## src/rtl/alu_issue_unit.sv

```systemverilog
// Issue/writeback sequencer in front of the 4-bit ALU: it decodes instructions, registers
// the ALU operands, writes results back, and tracks the last result and the retire count.
module alu_issue_unit #(
  parameter int NREG = 4,
  parameter int W    = 4
) (
  input  logic         clk,
  input  logic         rst_n,
  input  logic         instr_valid,
  output logic         instr_ready,
  input  logic [11:0]  instr,
  output logic [W-1:0] alu_rs,
  output logic [W-1:0] alu_rt,
  output logic [2:0]   alu_sel,
  input  logic [W-1:0] alu_rd,
  output logic         done,
  output logic [W-1:0] last_rd,
  output logic [7:0]   retire_cnt,
  input  logic [1:0]   dbg_addr,
  output logic [W-1:0] dbg_data
);

  typedef enum logic {IDLE, EXEC} state_t;

  state_t       state, state_next;
  logic [W-1:0] regs [NREG];
  logic [1:0]   dst_q;

  logic         is_li;
  logic [2:0]   op;
  logic [1:0]   dst, src_s, src_t;
  logic [W-1:0] imm;
  logic         accept;
  logic         wr_en;
  logic [1:0]   wr_addr;
  logic [W-1:0] wr_data;

  assign is_li = instr[11];
  assign op    = instr[10:8];
  assign dst   = instr[7:6];
  assign src_s = instr[5:4];
  assign src_t = instr[3:2];
  assign imm   = instr[W-1:0];

  // A load-immediate writes on its accept edge; an ALU op writes one edge later from EXEC.
  always_comb begin
    state_next  = state;
    instr_ready = 1'b0;
    accept      = 1'b0;
    wr_en       = 1'b0;
    wr_addr     = dst_q;
    wr_data     = alu_rd;
    case (state)
      IDLE: begin
        instr_ready = 1'b1;
        accept      = instr_valid;
        if (instr_valid) begin
          if (is_li) begin
            wr_en   = 1'b1;
            wr_addr = dst;
            wr_data = imm;
          end else begin
            state_next = EXEC;
          end
        end
      end
      EXEC: begin
        wr_en      = 1'b1;
        state_next = IDLE;
      end
    endcase
  end

  always_ff @(posedge clk or negedge rst_n) begin
    if (!rst_n) state <= IDLE;
    else        state <= state_next;
  end

  always_ff @(posedge clk or negedge rst_n) begin
    if (!rst_n) begin
      for (int i = 0; i < NREG; i++) regs[i] <= '0;
      alu_rs     <= '0;
      alu_rt     <= '0;
      alu_sel    <= '0;
      dst_q      <= '0;
      done       <= 1'b0;
      last_rd    <= '0;
      retire_cnt <= '0;
    end else begin
      done <= wr_en;
      if (wr_en) begin
        regs[wr_addr] <= wr_data;
        last_rd       <= wr_data;
        retire_cnt    <= retire_cnt + 8'd1;
      end
      if (accept && !is_li) begin
        alu_rs  <= regs[src_s];
        alu_rt  <= regs[src_t];
        alu_sel <= op;
        dst_q   <= dst;
      end
    end
  end

  assign dbg_data = regs[dbg_addr];

endmodule
```

## config.mk

```make
export PLATFORM = sky130hd
export DESIGN_NAME = alu_issue_unit
export DESIGN_NICKNAME = d
export VERILOG_FILES = /design/src/rtl/alu_issue_unit.sv
export SDC_FILE = /design/constraint.sdc
export NUM_CORES = 1
export LEC_CHECK = 0
export ABC_CLOCK_PERIOD_IN_PS = 3500
export BUFFER_PORTS_ARGS = -buffer_cell sky130_fd_sc_hd__buf_2
export CORE_ASPECT_RATIO = 1.5
export CORE_UTILIZATION = 40
export CTS_CLUSTER_DIAMETER = 150
export DETAILED_ROUTE_END_ITERATION = 6
export PLACE_DENSITY = 0.63
export SYNTH_ARGS = -nofsm -noshare
export SYNTH_HDL_FRONTEND = slang
export SYNTH_SLANG_ARGS = --single-unit
```

## constraint.sdc

```tcl
create_clock -name clk -period 3.5 [get_ports clk]
set_input_delay 1.05 -clock clk [delete_from_list [all_inputs] [get_ports clk]]
set_output_delay 1.05 -clock clk [all_outputs]
set_load 0.02 [all_outputs]
```

# --- Yosys cells after proc, flatten, opt, wreduce, memory -nomap -nowiden ---
# Index checks and enable logic that the tools add are counted.
op_classes:
  addsub: 1
  magnitude_cmp: 5
  mux: 26
  n_bitwise: 5
  n_reduce_logical: 3
op_table:
  columns: ["operator", "count"]
  rows:
  - ["4-bit 2-to-1 mux", 10]
  - ["4-bit binary-select mux with 2-bit select", 3]
  - ["16-bit bitwise mux", 1]
  - ["3-bit >= comparator (second input constant)", 4]
  - ["2-bit inverter with 3-bit output", 4]
  - ["8-bit by 1-bit adder with 8-bit output (second input constant)", 1]
  - ["4-bit demux with 2-bit select", 1]
  - ["1-bit 2-to-1 mux", 6]
  - ["2-bit 2-to-1 mux", 3]
  - ["1-bit one-hot mux with 2 select lines", 2]
  - ["3-bit by 1-bit < comparator with 1-bit output (second input constant)", 1]
  - ["1-bit logical AND", 2]
  - ["1-bit zero test", 1]
  - ["1-bit inverter", 1]
totals:
  reg_bits: 43
  in_bits: 21
  output_inout_bits: 29
  elab_cells: 52

# --- Longest topological paths before layout ---
# Gate-level depths: netlist (run 1).
depth:
  ltp_word: 9
  mapped_depth: 4
  ltp_nobuf: 4

# --- Worst setup path before layout (run 1) ---
# OpenSTA, ideal clock, no wires.
synth_path:
  path_type: "input -> output"
  startpoint: "in dbg_addr[0]"
  endpoint: "out dbg_data[0]"
  arrival_time_ns: 1.596
  required_ns: 2.450
  setup_slack_ns: 0.854
  stages: 1
  path_buffers: 0
  path_cell_list: "mux4_2"
synth_between:
  elab_chain_cells: 4
synth_rtl:
  columns: ["element", "line", "rtl"]
  rows:
  - ["start: declaration", "19", "input logic [1:0] dbg_addr,"]
  - ["2-bit inverter with 3-bit output (not written as such)", "105", "assign dbg_data = regs[dbg_addr];"]
  - ["4-bit binary-select mux with 2-bit select", "105", null]
  - ["4-bit 2-to-1 mux (not written as such) (2 in series)", "105", null]
  - ["end: declaration", "20", "output logic [W-1:0] dbg_data"]
# Every way passes these cells. The select of a mux whose other input is x is not followed.

# --- Final worst setup path (run 1) ---
# Same ends and word-level chain as after synthesis.

==> out/results.tsv, run 1 <==
metric	value	unit
outcome	complete, no violations	
width of the die	60.91	um
Mapped Cells	129	
ratio of total power to cell area	722.7	nW/um^2
setup fix buffers added after clock tree synthesis	0	
remaining global-route overflow	0	
TritonCTS clock tree	yes	
number of max-slew violations in the final report	0	
dpl ws	0.5181	ns
clk buf depth	2	
Detailed Route Iter0 Violations	30	
Critical Path Start Type	input port	
count of final hold-check violations	0	
Placed Instances	244	
post-synthesis instance area	2082	sq um
worst hold path type	flip-flop to flip-flop	
number of nets in the finished design	207	
main combinational cell family by area after synthesis	multiplexers	
total of cells resized after clock tree synthesis	0	
crit path setup slack, layout	0.5312	ns
distinct cell type count after synthesis	23	
total number of H-tree levels	2	
share of the synthesized netlist area taken by xor and xnor gates	2.945	%
clock network latency to the later pin of the worst-skew pair	0.30	ns
global-route usage over all layers	18.30	%
final worst-path cycle share	84.82	%
Synthesized Nets	151	
I/O pin cnt	50	
Register Area	1076	sq um
antenna-violating nets left	0	
post-layout min period	2.969	ns
share of final-layout standard cells stronger than drive strength 1	55.91	%
Buffers on Ports	49	
Max Fclk	336.8	MHz
Rel. slew slack	36.26	%
combined area of the multi-input logic cells	979.7	sq um
simple-gate share of the synthesized area	5.228	%
number of warnings reported in the yosys synthesis log	0	
clock transition at the registers of the reported paths	0.08	ns
area share of fa/ha/maj cells after synthesis	0.6010	%
Std-Cell Core Area	4926	sq um
worst endpoint required time	2.45	ns
maximum number of pins on one net before global-route repair	44	
data arrival time of the critical path	1.92	ns
leading cell types in the layout, fill and taps excluded	49 x sky130_fd_sc_hd__buf_2, 43 x sky130_fd_sc_hd__dfrtp_1, 28 x sky130_fd_sc_hd__mux2_2	
endpoint kind of the worst setup timing path	output port	
sequential area share after synthesis	51.68	%
antenna diode count	0	
CTS Buf Count	5	
CTS Hold Buffers Added	0	
via count of the first global-routing pass	1350	
sum of negative setup slack	0	ns
detailed-route vias per instance	5.210	
Avg Synthesized Cell Area	16.14	sq um
proportion of synthesized area in mux cells	32.45	%
Non-Filler Instances	252	
area grow syn2layout	20.55	%
worst setup skew after layout	0.005500	ns
number of filler cells placed in the layout	440	
CP Max Fanout	4	
leakage power	1.105	nW
synthesized-area fraction occupied by ao, oa, aoi and oai cells	5.829	%
TritonRoute pass-1 iters	4	
detailed-route via count	1313	
num rows	31	
initial antenna violation count	0	
clock net sink count	43	
Clock Tree Root	sky130_fd_sc_hd__clkbuf_8	
final design area excluding fillers	2510	sq um
Max VDD drop	0.0003363	V
flop and latch count out of synthesis	43	
full die area	5503	sq um
die extent in y	90.36	um
most common cell after layout, fill and taps aside	sky130_fd_sc_hd__buf_2	
first-pass GRT wire length	7182	um
total placed instance area	2410	sq um
starting density of the core	42.27	%
RD Place Congestion	0.7929	
routed wire length per instance	17.43	um
RSZ-0062 raised after global routing	false	
Worst Max-Slew Pin Slew	0.9562	ns
Final Core Density	50.95	%
number of DRC violations after detailed routing	0	
DRT Wirelength	4393	um
number of endpoints failing setup at the final stage	0	
MaxCap Viol Count	0	
Crit Path Class	input port to output port	
placed wire-length estimate	3299	um
[critical path: stages]
cell                     delay, ns
sky130_fd_sc_hd__buf_2        0.17
sky130_fd_sc_hd__mux4_2       0.52
sky130_fd_sc_hd__buf_2        0.17
[path summary, 6_finish.rpt]
path / startpoint / endpoint / slack (ns) / cells past startpoint
max reg2reg: state / regs[8] / 1.82 / 3
min reg2reg: retire_cnt[7] / retire_cnt[7] / 0.46 / 1
min in group asynchronous: rst_n / retire_cnt[6] / 0.90 / 1
max in group asynchronous: rst_n / alu_rt[3] / 2.01 / 1
min: retire_cnt[7] / retire_cnt[7] / 0.46 / 1
max: dbg_addr[0] / dbg_data[0] / 0.53 / 3
[through the flow]
| step | hold slack [ns] | total power (W) |
|---|---|---|
| 2_1_floorplan | 0.4929 | 0.001248 |
| 3_3_place_gp | 0.4511 | 0.001457 |
| 3_5_place_dp | 0.4559 | 0.001486 |
| 4_1_cts | 0.4698 | 0.001836 |
| 5_1_grt | 0.5040 | 0.001928 |
| 6_report | 0.4619 | 0.001814 |
[cells by family (layout without fill, tap and decap cells)]
logic type,Yosys count,in the layout
compound gates,6,6
fa+ha+maj,1,1
xor+xnor,7,7
buf+inv,6,63
mux,48,48
flops,43,43
simple gates,18,18
[cell type report]
type,count,area share (%)
inverter,5,0.7478
clock buffer,8,3.988
timing repair buffer,50,10.07
tap,66,3.290
sequential,43,42.87
multi-input combinational,80,39.03
[flip-flops by register name, summed over array words and instances (netlist names)]
register    cells
last_rd         4
alu_rt          4
alu_rs          4
done            1
regs           16
state           1
alu_sel         3
dst_q           2
retire_cnt      8
[metal layers]
metal | track usage [%] | vias to the layer above | wire length (um)
li1 | - | 595 | -
met1 | 24.23 | 675 | 1799
met2 | 28.66 | 37 | 2330
met3 | 4.011 | 6 | 192
met4 | 7.197 | 0 | 72
met5 | 0 | - | 0
[Yosys cell counts, drive strengths merged]
cell / n / area (sq um)
inv: 4 / 15.01
buf: 1 / 7.510
nor3b: 1 / 12.51
xor2: 4 / 35.03
nor4b: 1 / 8.760
mux2: 36 / 405.4
or2b: 1 / 7.510
dfrtp: 43 / 1076
o21ai: 1 / 5.000
nand3: 2 / 10.01
a21oi: 1 / 16.27
nor2: 1 / 3.750
o32ai: 2 / 55.05
nand2: 8 / 30.03
nand3b: 1 / 20.02
ha: 1 / 12.51
clkinv: 1 / 3.750
mux4: 12 / 270.3
nor3: 2 / 10.01
o32a: 2 / 45.04
xnor2: 3 / 26.28
nand4: 1 / 6.260
[where the power goes]
part	switching (W)	total, W	leakage [nW]	internal, W
sequential	0.000149	0.000821	0.511	0.000672
clock	0.000167	0.000347	0.0515	0.000180
combinational	0.000328	0.000645	0.543	0.000317
total	0.000645	0.00181	1.11	0.00117
No activity file was read; power rests on OpenSTA's default activity.
==> inputs of run 2 (changes only) <==
ABC_CLOCK_PERIOD_IN_PS = 2750   (was 3500)
clock period = 2.75 ns   (was 3.5 ns; I/O delays follow)
==> run 2 against run 1 <==
Global-route usage rose by 0.35 points. Clock skew rose by 0.0014 ns. Sequential share of layout area unchanged. Wire length rose by 1.3%. Via count down 0.53%. Design area is the same. Worst setup slack got worse by 0.31 ns. First-iteration DRC count fell by 10%. Non-clock buffer count is the same. Critical path type unchanged. Critical endpoint is now dbg_data[2]. Largest cell class unchanged.
==> out/results.tsv, run 2 (synthesis results as in run 1) <==
metric	value	unit	change
outcome	complete, no violations		
CTS Hold Buffers Added	0		unchanged
full die area	5503	sq um	unchanged
Clock Tree Root	sky130_fd_sc_hd__clkbuf_8		
most flop-heavy register	regs		
CP Max Fanout	4		unchanged
total of cells resized after clock tree synthesis	0		unchanged
maximum number of pins on one net before global-route repair	44		unchanged
sum of negative setup slack	0	ns	unchanged
Max Fclk	395.9	MHz	
Std-Cell Core Area	4926	sq um	unchanged
remaining global-route overflow	0		unchanged
Final Core Density	50.95	%	unchanged
CTS Buf Count	5		unchanged
number of max-slew violations in the final report	0		unchanged
DRT Wirelength	4449	um	+1.3%
final design area excluding fillers	2510	sq um	unchanged
number of nets in the finished design	207		unchanged
post-layout min period	2.526	ns	
TritonCTS clock tree	yes		
antenna-violating nets left	0		unchanged
width of the die	60.91	um	unchanged
Crit Path Class	input port to output port		
data arrival time of the critical path	1.70	ns	-0.22 ns
share of final-layout standard cells stronger than drive strength 1	55.91	%	unchanged
RSZ-0062 raised after global routing	false		
launching instance or port of the critical path	dbg_addr[0]		
total placed instance area	2410	sq um	unchanged
detailed-route vias per instance	5.183		-0.53%
placed wire-length estimate	3372	um	+2.2%
setup fix buffers added after clock tree synthesis	0		unchanged
count of cells along the worst register-to-register path	3		unchanged
R2R Path End	regs[13]		
clock transition at the registers of the reported paths	0.08	ns	about the same
initial antenna violation count	0		unchanged
final worst-path cycle share	91.85	%	
RD Place Congestion	0.8039		+1.4%
global-route usage over all layers	18.65	%	+0.35 points
max reg flops	16		unchanged
met2 capacity usage during global routing	30.77	%	+2.1 points
first-pass GRT wire length	7389	um	+2.9%
endpoint of the most critical setup path	dbg_data[2]		
MaxCap Viol Count	0		unchanged
TritonRoute pass-1 iters	4		unchanged
I/O pin cnt	50		unchanged
count of final hold-check violations	0		unchanged
worst setup skew after layout	0.006916	ns	+0.001415 ns
number of DRC violations after detailed routing	0		unchanged
Max VDD drop	0.0003918	V	+17%
met1 Usage GRT	23.33	%	-0.90 points
clock net sink count	43		unchanged
worst hold path type	flip-flop to flip-flop		
master of the slowest instance on the critical path	sky130_fd_sc_hd__mux4_2		
area grow syn2layout	20.55	%	unchanged
num rows	31		unchanged
Buffers on Ports	49		unchanged
delay of the slowest critical-path stage	0.53	ns	about the same
die extent in y	90.36	um	unchanged
endpoint kind of the worst setup timing path	output port		
routed wire length per instance	17.65	um	+1.3%
worst endpoint required time	1.93	ns	-0.52 ns
Critical Path Start Type	input port		
cell repeated most along the worst path	sky130_fd_sc_hd__buf_2		
FF-to-FF setup slack	1.11	ns	-0.71 ns
crit-path cells	buf_2 > mux4_2 > buf_2		
source of the worst register-to-register timing path	state		
most common cell after layout, fill and taps aside	sky130_fd_sc_hd__buf_2		
total number of H-tree levels	2		unchanged
GRT met3 Usage	3.725	%	-0.29 points
starting density of the core	42.27	%	unchanged
Detailed Route Iter0 Violations	27		-10%
ratio of total power to cell area	924.3	nW/um^2	+28%
Most Crowded Layer GR	met2		
leading cell types in the layout, fill and taps excluded	49 x sky130_fd_sc_hd__buf_2, 43 x sky130_fd_sc_hd__dfrtp_1, 28 x sky130_fd_sc_hd__mux2_2		
clk buf depth	2		unchanged
number of endpoints failing setup at the final stage	0		unchanged
number of filler cells placed in the layout	449		+2.0%
via count of the first global-routing pass	1438		+6.5%
leakage power	1.105	nW	unchanged
biggest registers after layout	regs (16), retire_cnt (8)		
Worst Max-Slew Pin Slew	0.9589	ns	+0.002725 ns
detailed-route via count	1306		-0.53%
clock network latency to the later pin of the worst-skew pair	0.30	ns	about the same
Rel. slew slack	36.07	%	-0.18 points
antenna diode count	0		unchanged
run 2: cell counts in the layout (fill, tap and decap cells not counted):
Identical to the previous run, type by type.
run 2: power breakdown:
| group | internal, W | leakage (nW) | switching, W |
|---|---|---|---|
| sequential | 0.000855 | 0.511 | 0.000198 |
| combinational | 0.000403 | 0.543 | 0.000418 |
| clock | 0.000229 | 0.0515 | 0.000215 |
| total | 0.00149 | 1.11 | 0.000832 |
run 2: area by class of cell:
type,count,area (sq um),area share (%)
Inverter,5,18.77,0.7478
Multi-Input combinational cell,80,979.7,39.03
Timing Repair Buffer,50,252.7,10.07
Tap cell,66,82.58,3.290
Sequential cell,43,1076,42.87
Clock buffer,8,100.1,3.988
run 2: worst min-delay path by stage:
stage / startpoint / endpoint / slack [ns] / cells after the start
global route: retire_cnt[7] / retire_cnt[7] / 0.49 / 1
detailed placement: retire_cnt[7] / retire_cnt[7] / 0.45 / 1
floorplan: regs[4] / regs[4] / 0.49 / 1
finish: retire_cnt[7] / retire_cnt[7] / 0.47 / 1
CTS: retire_cnt[7] / retire_cnt[7] / 0.47 / 1
global placement: retire_cnt[7] / retire_cnt[7] / 0.45 / 1
run 2: worst max-delay path: cells and delay by family:
family	cells	cell delay [ns]
buffers and inverters	2	0.34
multiplexers	1	0.53
run 2: through the flow:
step	instances	hold slack, ns	power, W	setup slack, ns
after detailed placement	244	0.4523	0.001899	0.2075
after floorplan	129	0.4929	0.001588	0.5538
after global routing	252	0.4858	0.002455	0.1871
after global placement	244	0.4522	0.001854	0.2204
after CTS	252	0.4671	0.002340	0.2099
final	252	0.4662	0.002320	0.2241
run 2: per-layer routing:
metal  wire length [um]  part of all wire (%)  vias to the layer above
li1                   -                     -                      598
met1               1830                    41                      665
met2               2375                    53                       36
met3                160                   3.6                        7
met4                 83                   1.9                        0
met5                  0                     0                        -
